==> src/rtl/cpu0_bus_pkg.sv <==
// Shared types for the cpu0 memory bus: size codes, arbiter states, request payload.
package cpu0_bus_pkg;

   localparam int unsigned ADDR_W = 32;
   localparam int unsigned DATA_W = 32;
   localparam int unsigned SIZE_W = 2;
   localparam int unsigned CNT_W  = 4;
   localparam int unsigned AEXT_W = ADDR_W + 1;

   typedef enum logic [1:0] {
      SZ_BYTE  = 2'd0,
      SZ_INT16 = 2'd1,
      SZ_INT24 = 2'd2,
      SZ_INT32 = 2'd3
   } size_e;

   typedef enum logic [1:0] {
      IDLE   = 2'd0,
      ACCESS = 2'd1,
      RESP   = 2'd2
   } arb_state_e;

   typedef struct packed {
      logic              rw;
      logic [SIZE_W-1:0] size;
      logic [ADDR_W-1:0] addr;
      logic [DATA_W-1:0] wdata;
   } bus_req_t;

   // Number of bytes touched by an access of the given size code.
   function automatic logic [2:0] nbytes(input logic [SIZE_W-1:0] size);
      return 3'(size) + 3'd1;
   endfunction

endpackage

==> src/rtl/mem_bus_arbiter_if.sv <==
// Requester and memory-side signals of the two-port memory bus arbiter.
interface mem_bus_arbiter_if;
   import cpu0_bus_pkg::*;

   logic              r0_req;
   logic              r0_rw;
   logic [SIZE_W-1:0] r0_size;
   logic [ADDR_W-1:0] r0_addr;
   logic [DATA_W-1:0] r0_wdata;
   logic              r0_ack;
   logic              r0_err;
   logic [DATA_W-1:0] r0_rdata;

   logic              r1_req;
   logic              r1_rw;
   logic [SIZE_W-1:0] r1_size;
   logic [ADDR_W-1:0] r1_addr;
   logic [DATA_W-1:0] r1_wdata;
   logic              r1_ack;
   logic              r1_err;
   logic [DATA_W-1:0] r1_rdata;

   logic              m_en;
   logic              m_rw;
   logic [SIZE_W-1:0] m_size;
   logic [ADDR_W-1:0] m_abus;
   logic [DATA_W-1:0] m_dout;
   logic [DATA_W-1:0] m_din;

   // Arbiter side
   modport slave (
      input  r0_req, r0_rw, r0_size, r0_addr, r0_wdata,
      input  r1_req, r1_rw, r1_size, r1_addr, r1_wdata,
      input  m_din,
      output r0_ack, r0_err, r0_rdata,
      output r1_ack, r1_err, r1_rdata,
      output m_en, m_rw, m_size, m_abus, m_dout
   );

   // Requesters and memory side
   modport master (
      output r0_req, r0_rw, r0_size, r0_addr, r0_wdata,
      output r1_req, r1_rw, r1_size, r1_addr, r1_wdata,
      output m_din,
      input  r0_ack, r0_err, r0_rdata,
      input  r1_ack, r1_err, r1_rdata,
      input  m_en, m_rw, m_size, m_abus, m_dout
   );

endinterface

==> src/rtl/mem_bus_arbiter_rr_pick2.sv <==
// Two-way round-robin picker: on contention the port that did not win last time wins.
module rr_pick2 (
   input  logic [1:0] req,
   input  logic       last,
   output logic       valid_c,
   output logic       grant_c
);

   assign valid_c = |req;
   assign grant_c = (&req) ? ~last : req[1];

endmodule

==> src/rtl/mem_bus_arbiter.sv <==
// Shares one memory bus between two req/ack requesters with round-robin fairness,
// fixed-length memory cycles and an address-range check.
module mem_bus_arbiter
   import cpu0_bus_pkg::*;
#(
   parameter int unsigned WAIT_CYCLES = 1,
   parameter int unsigned ADDR_MAX    = 1023
) (
   input  logic               clock,
   input  logic               reset,
   mem_bus_arbiter_if.slave   bus,
   output logic               busy,
   output logic               grant_id
);

   arb_state_e               state_q, state_d;
   logic [CNT_W-1:0]         cnt_q, cnt_d;
   bus_req_t                 m_q, m_d;
   logic                     m_en_q, m_en_d;
   logic                     gid_d;
   logic                     busy_d;
   logic                     err_lat_q, err_lat_d;
   logic [1:0]               ack_q, ack_d;
   logic [1:0]               err_q, err_d;
   logic [1:0][DATA_W-1:0]   rdata_q, rdata_d;

   bus_req_t                 req0, req1, sel;
   logic                     pick_valid_c, pick_grant_c;
   logic [AEXT_W-1:0]        end_addr;
   logic                     in_range;

   assign req0 = '{rw: bus.r0_rw, size: bus.r0_size, addr: bus.r0_addr, wdata: bus.r0_wdata};
   assign req1 = '{rw: bus.r1_rw, size: bus.r1_size, addr: bus.r1_addr, wdata: bus.r1_wdata};

   rr_pick2 u_pick (
      .req     ({bus.r1_req, bus.r0_req}),
      .last    (grant_id),
      .valid_c (pick_valid_c),
      .grant_c (pick_grant_c)
   );

   assign sel = pick_grant_c ? req1 : req0;

   // Last byte touched, computed one bit wider so a top-of-space address cannot wrap into range.
   assign end_addr = {1'b0, sel.addr} + AEXT_W'(nbytes(sel.size)) - AEXT_W'(1);
   assign in_range = (end_addr <= AEXT_W'(ADDR_MAX));

   always_comb begin
      state_d   = state_q;
      cnt_d     = cnt_q;
      m_d       = m_q;
      m_en_d    = m_en_q;
      gid_d     = grant_id;
      err_lat_d = err_lat_q;
      ack_d     = 2'b00;
      err_d     = 2'b00;
      rdata_d   = rdata_q;

      case (state_q)
         IDLE: begin
            if (pick_valid_c) begin
               gid_d = pick_grant_c;
               if (in_range) begin
                  m_d       = sel;
                  m_en_d    = 1'b1;
                  cnt_d     = CNT_W'(WAIT_CYCLES - 1);
                  err_lat_d = 1'b0;
                  state_d   = ACCESS;
               end else begin
                  err_lat_d              = 1'b1;
                  rdata_d[pick_grant_c]  = '0;
                  state_d                = RESP;
               end
            end
         end
         ACCESS: begin
            if (cnt_q != '0) begin
               cnt_d = cnt_q - CNT_W'(1);
            end else begin
               rdata_d[grant_id] = m_q.rw ? bus.m_din : '0;
               m_en_d            = 1'b0;
               state_d           = RESP;
            end
         end
         RESP: begin
            ack_d[grant_id] = 1'b1;
            err_d[grant_id] = err_lat_q;
            state_d         = IDLE;
         end
         default: state_d = IDLE;
      endcase

      busy_d = (state_d != IDLE);
   end

   always_ff @(posedge clock or posedge reset) begin
      if (reset) begin
         state_q   <= IDLE;
         cnt_q     <= '0;
         m_q       <= '{rw: 1'b1, size: SZ_INT32, addr: '0, wdata: '0};
         m_en_q    <= 1'b0;
         grant_id  <= 1'b1;
         busy      <= 1'b0;
         err_lat_q <= 1'b0;
         ack_q     <= 2'b00;
         err_q     <= 2'b00;
         rdata_q   <= '0;
      end else begin
         state_q   <= state_d;
         cnt_q     <= cnt_d;
         m_q       <= m_d;
         m_en_q    <= m_en_d;
         grant_id  <= gid_d;
         busy      <= busy_d;
         err_lat_q <= err_lat_d;
         ack_q     <= ack_d;
         err_q     <= err_d;
         rdata_q   <= rdata_d;
      end
   end

   assign bus.m_en     = m_en_q;
   assign bus.m_rw     = m_q.rw;
   assign bus.m_size   = m_q.size;
   assign bus.m_abus   = m_q.addr;
   assign bus.m_dout   = m_q.wdata;
   assign bus.r0_ack   = ack_q[0];
   assign bus.r1_ack   = ack_q[1];
   assign bus.r0_err   = err_q[0];
   assign bus.r1_err   = err_q[1];
   assign bus.r0_rdata = rdata_q[0];
   assign bus.r1_rdata = rdata_q[1];

endmodule

==> src/flat_wrapper.sv <==
// flat-port wrapper written by rule: the top's interface ports become plain ports
module mem_bus_arbiter_flat import cpu0_bus_pkg::*;
#(
   parameter int unsigned WAIT_CYCLES = 1,
   parameter int unsigned ADDR_MAX    = 1023
)
  (clock, reset, busy, grant_id, bus_r0_req, bus_r0_rw, bus_r0_size, bus_r0_addr, bus_r0_wdata, bus_r1_req, bus_r1_rw, bus_r1_size, bus_r1_addr, bus_r1_wdata, bus_m_din, bus_r0_ack, bus_r0_err, bus_r0_rdata, bus_r1_ack, bus_r1_err, bus_r1_rdata, bus_m_en, bus_m_rw, bus_m_size, bus_m_abus, bus_m_dout);
  mem_bus_arbiter_if bus_i ();
  input  logic clock;
  input  logic reset;
  output logic busy;
  output logic grant_id;
  input wire logic [$bits(bus_i.r0_req)-1:0] bus_r0_req;
  input wire logic [$bits(bus_i.r0_rw)-1:0] bus_r0_rw;
  input wire logic [$bits(bus_i.r0_size)-1:0] bus_r0_size;
  input wire logic [$bits(bus_i.r0_addr)-1:0] bus_r0_addr;
  input wire logic [$bits(bus_i.r0_wdata)-1:0] bus_r0_wdata;
  input wire logic [$bits(bus_i.r1_req)-1:0] bus_r1_req;
  input wire logic [$bits(bus_i.r1_rw)-1:0] bus_r1_rw;
  input wire logic [$bits(bus_i.r1_size)-1:0] bus_r1_size;
  input wire logic [$bits(bus_i.r1_addr)-1:0] bus_r1_addr;
  input wire logic [$bits(bus_i.r1_wdata)-1:0] bus_r1_wdata;
  input wire logic [$bits(bus_i.m_din)-1:0] bus_m_din;
  output wire logic [$bits(bus_i.r0_ack)-1:0] bus_r0_ack;
  output wire logic [$bits(bus_i.r0_err)-1:0] bus_r0_err;
  output wire logic [$bits(bus_i.r0_rdata)-1:0] bus_r0_rdata;
  output wire logic [$bits(bus_i.r1_ack)-1:0] bus_r1_ack;
  output wire logic [$bits(bus_i.r1_err)-1:0] bus_r1_err;
  output wire logic [$bits(bus_i.r1_rdata)-1:0] bus_r1_rdata;
  output wire logic [$bits(bus_i.m_en)-1:0] bus_m_en;
  output wire logic [$bits(bus_i.m_rw)-1:0] bus_m_rw;
  output wire logic [$bits(bus_i.m_size)-1:0] bus_m_size;
  output wire logic [$bits(bus_i.m_abus)-1:0] bus_m_abus;
  output wire logic [$bits(bus_i.m_dout)-1:0] bus_m_dout;
  assign bus_i.r0_req = bus_r0_req;
  assign bus_i.r0_rw = bus_r0_rw;
  assign bus_i.r0_size = bus_r0_size;
  assign bus_i.r0_addr = bus_r0_addr;
  assign bus_i.r0_wdata = bus_r0_wdata;
  assign bus_i.r1_req = bus_r1_req;
  assign bus_i.r1_rw = bus_r1_rw;
  assign bus_i.r1_size = bus_r1_size;
  assign bus_i.r1_addr = bus_r1_addr;
  assign bus_i.r1_wdata = bus_r1_wdata;
  assign bus_i.m_din = bus_m_din;
  assign bus_r0_ack = bus_i.r0_ack;
  assign bus_r0_err = bus_i.r0_err;
  assign bus_r0_rdata = bus_i.r0_rdata;
  assign bus_r1_ack = bus_i.r1_ack;
  assign bus_r1_err = bus_i.r1_err;
  assign bus_r1_rdata = bus_i.r1_rdata;
  assign bus_m_en = bus_i.m_en;
  assign bus_m_rw = bus_i.m_rw;
  assign bus_m_size = bus_i.m_size;
  assign bus_m_abus = bus_i.m_abus;
  assign bus_m_dout = bus_i.m_dout;
  mem_bus_arbiter #(.WAIT_CYCLES(WAIT_CYCLES), .ADDR_MAX(ADDR_MAX)) u_core (.clock(clock), .reset(reset), .bus(bus_i), .busy(busy), .grant_id(grant_id));
endmodule
==> config.mk <==
export PLATFORM = sky130hd
export DESIGN_NAME = mem_bus_arbiter_flat
export DESIGN_NICKNAME = d
export VERILOG_FILES = /design/src/rtl/cpu0_bus_pkg.sv /design/src/rtl/mem_bus_arbiter_if.sv /design/src/rtl/mem_bus_arbiter_rr_pick2.sv /design/src/rtl/mem_bus_arbiter.sv /design/src/flat_wrapper.sv
export SDC_FILE = /design/constraint.sdc
export NUM_CORES = 1
export LEC_CHECK = 0
export BUFFER_PORTS_ARGS = -buffer_cell sky130_fd_sc_hd__buf_2
export CORE_MARGIN = 1.5
export CORE_UTILIZATION = 53
export CTS_CLUSTER_DIAMETER = 80
export DETAILED_ROUTE_END_ITERATION = 10
export GPL_TIMING_DRIVEN = 0
export PLACE_DENSITY = 0.86
export SLEW_MARGIN = 10
export SYNTH_ARGS = -nofsm -noshare
export SYNTH_HDL_FRONTEND = slang
export SYNTH_SLANG_ARGS = --single-unit
==> constraint.sdc <==
create_clock -name clock -period 14.7 [get_ports clock]
set_clock_uncertainty 0.05 [all_clocks]
set_input_delay 0 -clock clock [delete_from_list [all_inputs] [get_ports clock]]
set_output_delay 0 -clock clock [all_outputs]
set_load 0.02 [all_outputs]
* Word level (Yosys, flattened, before mapping) *
Index checks and enable logic that the tools add are counted.

storage, ports and cells
  bits in registers = 145
  latch bits = 0
  memory bits (writable) = 0
  ROM bits = 0
  output and inout bits = 138
  word-level logic and storage cells = 76
  memories kept = 0

operators by class
  add/sub/neg operators = 4
  $mul = 0
  div/mod/pow operators = 0
  order comparisons = 5
  eq/ne operators = 7
  shift operators = 0
  multiplexer cells = 29
  bitwise operators = 4
  reductions and logical operators = 13

operators with widths
  operator                                                                  number
  64-bit two-way mux                                                        3
  64-bit case mux with 2 select lines                                       1
  32-bit two-way mux                                                        3
  67-bit two-way mux                                                        1
  64-bit AND                                                                1
  64-bit bitwise mux                                                        1
  32-bit demux with 1-bit select                                            2
  64-bit NOT                                                                1
  32-bit by 3-bit adder with 33-bit output                                  1
  33-bit by 10-bit <= comparator with 1-bit output (second input constant)  1
  33-bit by 1-bit subtractor with 33-bit output (second input constant)     1
  4-bit two-way mux                                                         3
  4-bit AND reduction                                                       3
  2-bit two-way mux                                                         5
  4-bit case mux with 2 select lines                                        1
  1-bit two-way mux                                                         6
  2-bit by 1-bit inequality test with 1-bit output (second input constant)  3
  1-bit by 2-bit < comparator with 1-bit output (second input constant)     2
  2-bit inequality test (second input constant)                             2
  2-bit case mux with 2 select lines                                        1
  2-bit AND reduction                                                       2
  2-bit nonzero test                                                        2
  4-bit nonzero test                                                        1
  4-bit by 1-bit subtractor with 4-bit output (second input constant)       1
  12 further kinds                                                          14

* Logic depth before layout (Yosys ltp) *
Gate-level depths: netlist of run 1.

  depth after elaboration = 11
  gate-level depth with buffers = 22
  mapped depth without buffers = 15

* Modules after synthesis *
A second synthesis of run 1 with hierarchy kept.

second synthesis, totals
  cell total of the unflattened synthesis = 702
  area, all modules = 7714.9 um^2

modules (own cells, without submodules)
  module           instances  cells each  area an instance (um^2)
  mem_bus_arbiter  1          700         7701.1
  rr_pick2         1          2           13.8

* Worst setup path after synthesis of run 1 *
OpenSTA, ideal clock, no wires.

  kind = register to register
  from = register u_core.grant_id
  to = register u_core.m_q (netlist bit u_core.bus.m_abus[0])
  arrival = 4.620 ns
  path slack = 9.905 ns
  stages on the path, launching flop included = 23
  path buffers = 7
  clock period less this slack = 4.795 ns
  cell sequence = dfstp_2 > buf_2 > a21bo_2 > buf_6 > buf_6 > buf_2 > clkbuf_1 > nand2_1 > nand2_1 > ha_1 > inv_1 > fa_1 > nand2b_1 > nor3_1 > a32o_2 > and3_1 > a31oi_1 > or3_4 > nor4_4 > and2_4 > buf_12 > buf_12 > mux2_4

RTL lines
  what                    line                    RTL
  start, declared         mem_bus_arbiter.sv:13   output logic grant_id
  start signal, assigned  mem_bus_arbiter.sv:113  grant_id <= gid_d;
  end signal, assigned    mem_bus_arbiter.sv:100  m_q <= '{rw: 1'b1, size: SZ_INT32, addr: '0, wdata: '0};
  end signal, assigned    mem_bus_arbiter.sv:111  m_q <= m_d;
  end, declared           mem_bus_arbiter.sv:18   bus_req_t m_q, m_d;

==> impl_metrics.tcl, run 1 <==
set metrics [dict create \
    outcome "finished, final reports clean" \
    design.core.area_um2 13990 \
    yosysUniqueCellTypes 65 \
    p_comb_share_pct 19.0 \
    die_area_um2 15190 \
    swShare_pct 29.54 \
    grt-ovfl-total 0 \
    synth_largest_area_cell "dfrtp_1" \
    postLayoutCoreUtil_pct 80.73 \
    tns_ps 0 \
    dpl.hpwl_mm 17.74 \
    setup_viol 0 \
    r2r_setup_slack_ps 8190 \
    die_y_um 123.2 \
    syn_inst 797 \
    syn_nets 972 \
    synth_top_area_share_pct 46.06 \
    slew_headroom_pct 35.10 \
    clock_path_buffers 2 \
    rsz0062_at_grt "no" \
    seq_area_frac_synth_pct 47.43 \
    cp_data_arrival_time_ps 6690 \
    crit_chain "buf_2 > a21bo_2 > buf_6 > buf_6 > buf_2 > clkbuf_1 > nand2_1 > nand2_1 > ha_1 > inv_1 > fa_1 > nand2b_1 > nor3_1 > a32o_2 > and3_1 > a31oi_1 > or3_4 > nor4_4 > nor2_1 > clkbuf_1 > a211oi_1" \
    stdcell_area_um2 11290 \
    postCtsResizedCells 0 \
    post_dp_cell_area_um2 9455 \
    drv_slew 0 \
    wl_per_cell_um 22.10 \
    ioPinCount 308 \
    dp_worst_setup_slack_ps 8922 \
    slowest_delay_ps 830 \
    grt_pass1_vias 8891 \
    cts_tree "done" \
    synth_edf_count 0 \
    cp-end-kind "register" \
    p_switching_uw 300.0 \
    rows 43 \
    netlist_top_cells_count "nand2_1 (180), dfrtp_1 (141), nor2_1 (94), a211oi_1 (64), mux2_4 (41)" \
    numPortBuffers 307 \
    max-vdd-ir-drop_mv 0.07783 \
    numCtsBuffers 17 \
    yosysMostFrequentCell "nand2_1" \
    layoutNonFillerInstCount 1445 \
    syn_area_um2 7661 \
    path_class "register to register" \
    fillCellCount 768 \
    cp.buffers_inverters 7 \
    gp_congestion 0.9272 \
    p_per_area_nw_per_um2 89.92 \
    first_iter_violations 853 \
    htreeDepth 4 \
    clock_power_share_pct 41.1 \
    hp-class "input port to register" \
    vias 8911 \
    fp.dieW_um 123.2 \
    clk_pin_slew_worst_paths_ps 70 \
    routed_wl_mm 31.94 \
    synth_top_flop_cell "dfrtp_1" \
    critPathRequiredTime_ps 14880 \
    p_int_uw 715.5 \
    synth_seq_cells 145 \
    async_flop_share_pct 100.0 \
    clock.fmax_mhz 153.6 \
    ant_nets 0 \
    cpMaxStageDelayCell "a211oi_1" \
    worst_pin_slew_ps 967.6 \
    cp_max_fo 10 \
    ys_warn_count 0 \
    cts_sinks 145 \
    p_leak_uw 0.005896 \
    grt.total_usage_pct 42.98 \
    grt_pass1_wl_mm 48.30 \
    insertion_delay_ps 420 \
    period_share_pct 44.28 \
    min_period_ps 6509 \
    syn_area_per_cell_um2 9.612 \
    pwr-share-seq_pct 39.9 \
    place_inst 1285 \
    crit_family "simple AND/OR/NAND/NOR gates" \
    post-route-drc-count 0 \
    viasPerCell 6.167 \
    start_util_pct 54.77 \
    setup_ws_ps 8191 \
    synthTopCellsByArea "dfrtp_1 (46%), nand2_1 (8.8%), mux2_4 (8.0%)" \
    final_hold_viol_count 0 \
    cap_viol_max_count 0 \
    drive_above_1_share_pct 33.78 \
    dr.pass1.iters 7 \
    root_buffer "clkbuf_16" \
    syn2layout_area_growth_pct 47.41 \
    start_kind "register" \
    nNetsFinal 1426 \
    grt_antenna_before_repair 3 \
    grt_max_degree 77 \
]
[kinds of logic (layout without fill, tap and decap cells)]
family / after synthesis / after routing / share of synthesized area (%)
AOI/OAI and AO/OA: 124 / 124 / 12.05
xor gates and xnor gates: 7 / 7 / 0.8003
adders and majority gates: 5 / 5 / 0.9146
buffers and inverters: 60 / 527 / 4.769
DFF: 145 / 145 / 47.43
muxes: 61 / 61 / 10.78
other: 0 / 1 / 0
and+or+nand+nor: 395 / 395 / 23.26
[sequential cells by signal, summed over array words and instances, names as in the netlist]
| name | count |
|---|---|
| u_core.bus.m_abus | 32 |
| u_core.bus.m_dout | 32 |
| u_core.bus.r0_rdata | 32 |
| u_core.bus.r1_rdata | 32 |
| u_core.cnt_q | 4 |
| u_core.ack_q | 2 |
| u_core.bus.m_size | 2 |
| u_core.err_q | 2 |
| u_core.state_q | 2 |
| u_core.bus.m_en | 1 |
| u_core.bus.m_rw | 1 |
| u_core.busy | 1 |
| u_core.err_lat_q | 1 |
| u_core.grant_id | 1 |
[placed cells by master, fill, tap and decap left out, types with 5 or more instances in the layout]
cell / instances
o21ai_0: 13
nor2_1: 94
nor2b_1: 22
dlygate4sd3_1: 127
mux2_4: 41
a211oi_1: 64
buf_2: 311
a21oi_1: 11
nor3b_1: 5
mux2_2: 8
nand4_1: 14
clkbuf_16: 17
mux2i_1: 12
buf_12: 6
nand2_1: 180
buf_1: 5
a31oi_1: 7
nor4_1: 13
clkbuf_1: 27
xnor2_1: 5
dfrtp_1: 141
inv_1: 11
nor3_1: 17
nand2b_1: 6
nand3_1: 21
[stage by stage]
step / hold slack [ps] / power (uW)
final: 85.39 / 1016
after global routing: 142.1 / 1047
after CTS: 67.18 / 994.3
after detailed placement: 99.72 / 548.9
after global placement: 216.4 / 545.8
after floorplan: 19.97 / 491.9
[cell type report]
class,instances,area [um2],share of cell area [%]
antenna,1,2.502,0.02216
clock buffer,18,439.2,3.889
timing repair buffer,435,2835,25.11
clock inverter,14,125.1,1.108
buffer,48,320.3,2.836
multi-input combinational,592,3662,32.43
inverter,12,50.05,0.4432
sequential,145,3633,32.17
tap,180,225.2,1.994
[metal layers]
layer	global-route usage (%)	part of all wire, %	up-vias
li1	-	-	3704
met1	47.08	34	4170
met2	67.81	47	778
met3	17.94	12	255
met4	29.67	7.4	4
met5	0.3472	0.069	-
[final timing paths]
path / from / depth (start not counted) / end
max reg2reg: u_core.grant_id / 21 / u_core.bus.r0_rdata[27]
max: u_core.grant_id / 21 / u_core.bus.r0_rdata[27]
max in group asynchronous: reset / 4 / u_core.grant_id
min: bus_r0_addr[10] / 4 / u_core.bus.m_abus[10]
min reg2reg: u_core.bus.m_abus[11] / 1 / u_core.bus.m_abus[11]
min in group asynchronous: reset / 3 / u_core.bus.m_dout[17]
[power groups by stage]
stage | clock, uW | combinational, uW | sequential, uW
6_report | 417 | 193 | 405
2_1_floorplan | 0 | 75.3 | 417
4_1_cts | 411 | 179 | 405
5_1_grt | 434 | 207 | 405
3_5_place_dp | 0 | 137 | 412
3_3_place_gp | 0 | 134 | 412
[what timing repair did]
| action | CTS | global route |
|---|---|---|
| endpoints found under the hold margin | 180 | 0 |
| hold buffers | 127 | 0 |
| buffers inserted | 0 | 0 |
| setup endpoints to repair | 0 | 0 |
[worst min-delay path: stages]
cell	delay [ps]
buf_2	110
inv_1	70
o21ai_0	190
mux2_4	150
Note: power is estimated with default switching activity, not from simulation.
==> run 2: changes to the inputs <==
Settings changed: ABC_AREA set to 1, CORE_UTILIZATION 53 to 51, PLACE_DENSITY 0.86 to 0.81.
Clock period 14.7 ns to 6.75 ns, I/O delays scaled along.
==> run 2 against run 1 <==
Net effect: power up 120%; register-to-register slack worse by 7500 ps; setup slack worse by 7500 ps; largest power group unchanged; combinational power up 140%; non-clock buffer count up 29; synthesized cell count up 58%; area after synthesis up 17%; global-route usage down 6.3 points; wire length up 6.1%.
==> impl_metrics.tcl, run 2 <==
set metrics [dict create \
    grt_pass1_wl_mm 51.71 \
    grt-ovfl-total 0 \
    period_share_pct 90.04 \
    insertion_delay_ps 430 \
    whs_path_depth 5 \
    hp-class "input port to register" \
    pwr-share-seq_pct 38.9 \
    setup_ws_ps 672.0 \
    drv_slew 0 \
    synthTopCellsByArea "dfrtp_1 (39%), nand2_1 (18%), nand3_1 (6.5%)" \
    r2r_setup_slack_ps 670 \
    ant_nets 0 \
    multi_input_area_um2 4513 \
    dr.pass1.iters 6 \
    postCtsResizedCells 0 \
    first_iter_violations 1079 \
    post-route-drc-count 0 \
    syn2layout_area_growth_pct 40.86 \
    final_common_cell "nand2_1" \
    p_leak_uw 0.006824 \
    clock_power_share_pct 41.0 \
    total_power_uw 2266 \
    synth_seq_cells 145 \
    dp_worst_setup_slack_ps 1268 \
    syn_inst 1260 \
    netlist_top_cells_count "nand2_1 (440), dfrtp_1 (141), nand3_1 (116), o21ai_0 (110), nor2_1 (101)" \
    postLayoutCoreUtil_pct 73.08 \
    numPortBuffers 307 \
    design.core.area_um2 17240 \
    max-vdd-ir-drop_mv 0.1794 \
    cts_sinks 145 \
    p_per_area_nw_per_um2 179.9 \
    grt.total_usage_pct 36.67 \
    gp_congestion 0.9820 \
    setup_viol 0 \
    fp.dieW_um 135.4 \
    root_buffer "clkbuf_16" \
    synth_top_flop_cell "dfrtp_1" \
    reg2regPathDepth 24 \
    seq_area_frac_synth_pct 40.63 \
    rows 48 \
    clk_pin_slew_worst_paths_ps 60 \
    nNetsFinal 1883 \
    drive_above_1_share_pct 23.59 \
    p_comb_share_pct 20.0 \
    synth_top_area_share_pct 39.46 \
    hp-start "bus_r0_addr[2]" \
    async_flop_share_pct 100.0 \
    viasPerCell 5.589 \
    htreeDepth 4 \
    start_util_pct 51.88 \
    outcome "finished, final reports clean" \
    clock_path_buffers 2 \
    grt_pass1_vias 10248 \
    cp_max_fo 10 \
    yosysMostFrequentCell "nand2_1" \
    wl_per_cell_um 17.36 \
    die_y_um 135.4 \
    clock.fmax_mhz 164.5 \
    whs_ps 14.10 \
    vias 10904 \
    critPathRequiredTime_ps 6970 \
    die_area_um2 18340 \
    syn_nets 1435 \
    synth_largest_area_cell "dfrtp_1" \
    start_kind "register" \
    swShare_pct 30.19 \
    cts_tree "done" \
    syn_area_um2 8942 \
    p_int_uw 1582 \
    path_class "register to register" \
    numCtsBuffers 17 \
    rr_startpoint "u_core.grant_id" \
    syn_area_per_cell_um2 7.097 \
    synth_edf_count 0 \
    tns_ps 0 \
    seqCellArea_um2 3633 \
    grt_antenna_before_repair 4 \
    cp_data_arrival_time_ps 6300 \
    fillCellCount 1276 \
    dpl.hpwl_mm 22.96 \
    grt_max_degree 85 \
    ys_warn_count 0 \
    yosysUniqueCellTypes 32 \
    worst_pin_slew_ps 857.9 \
    slew_headroom_pct 42.81 \
    cap_viol_max_count 0 \
    r2r-end "u_core.bus.m_dout[7]" \
    routed_wl_mm 33.88 \
    min_to "u_core.bus.m_abus[2]" \
    ioPinCount 308 \
    min_period_ps 6078 \
    final_hold_viol_count 0 \
    p_switching_uw 684.1 \
    rsz0062_at_grt "no" \
    cp-end-kind "register" \
    layout_common_cells "nand2_1 (440), buf_2 (316), dfrtp_1 (141), dlygate4sd3_1 (121), nand3_1 (116)" \
]
-- run 2: cell types whose count changed in the layout (fill, tap and decap cells not counted), sizes merged, moves of 21 or more --
cell / delta
nor2b: -22
buf: +26
mux2i: +21
nand2: +268
nand4: +56
a211oi: -66
o21ai: +107
mux2: -49
inv: +74
nand3: +97
-- run 2: routing by layer --
layer / track usage [%] / routed length (um) / up-vias
met5: 0 / 0 / -
met1: 41.89 / 12460 / 4989
met4: 25.21 / 2261 / 0
met2: 61.39 / 16210 / 715
met3: 8.118 / 2951 / 185
li1: - / - / 5015
-- run 2: power by group through the flow --
stage               Combinational, uW  Sequential, uW  Clock (uW)
finish                            454             882         930
global route                      492             883         972
CTS                               435             882         929
detailed placement                361             898           0
global placement                  355             898           0
floorplan                         219             904           0
-- run 2: kinds of logic after synthesis --
logic type	Yosys count	share of synthesized area, %
AND/OR/NAND/NOR	777	38.31
adder cells (fa/ha/maj)	5	0.7836
multiplexers	33	3.694
buffers and inverters	168	8.899
XOR/XNOR	7	0.6856
flip-flops	145	40.63
AO/OA/AOI/OAI	125	6.996
-- run 2: metrics by stage --
stage                     cells  cell area, um2
after floorplan            1260            8942
after global placement     1792           10760
after detailed placement   1793           10800
after CTS                  1946           12580
after global routing       1950           12590
final                      1951           12600
-- run 2: worst max-delay path by stage --
stage,start,end,cells past startpoint
finish,u_core.grant_id,u_core.bus.m_dout[7],24
global route,u_core.grant_id,u_core.bus.m_abus[24],24
global placement,reset,u_core.bus.m_dout[0],2
CTS,u_core.grant_id,u_core.bus.m_abus[21],24
detailed placement,u_core.grant_id,u_core.bus.m_abus[30],24
floorplan,u_core.grant_id,u_core.bus.m_abus[2],26
-- run 2: critical path: stages, from the launching register on --
cell	delay (ps)
dfstp_2	620
nand2_4	140
nand2_4	180
buf_2	230
clkbuf_1	640
clkbuf_1	550
nand2_1	110
o21ai_0	150
dlygate4sd3_1	590
inv_1	70
fa_1	440
inv_1	100
nand3_1	70
nor2_1	240
nand3_1	240
o21ai_1	170
nand2_1	60
nor2_1	180
nand2_1	90
nor2_2	180
nand4_2	220
buf_6	230
buf_6	150
nand2_1	60
o21ai_0	130
-- run 2: cell type report --
| class | count | area share, % |
|---|---|---|
| inverters | 85 | 2.593 |
| well taps | 225 | 2.235 |
| diodes | 5 | 0.09933 |
| multi-input cells | 947 | 35.83 |
| clock inverters | 15 | 1.202 |
| repair buffers | 429 | 22.03 |
| flip-flops and latches | 145 | 28.85 |
| clock buffers | 17 | 3.377 |
| plain buffers | 83 | 3.785 |
-- run 2: repair_timing --
item                       CTS  global route
hold buffers               121             0
setup endpoints to repair    0             0
hold endpoints to repair   187             0
buffers inserted             0             0
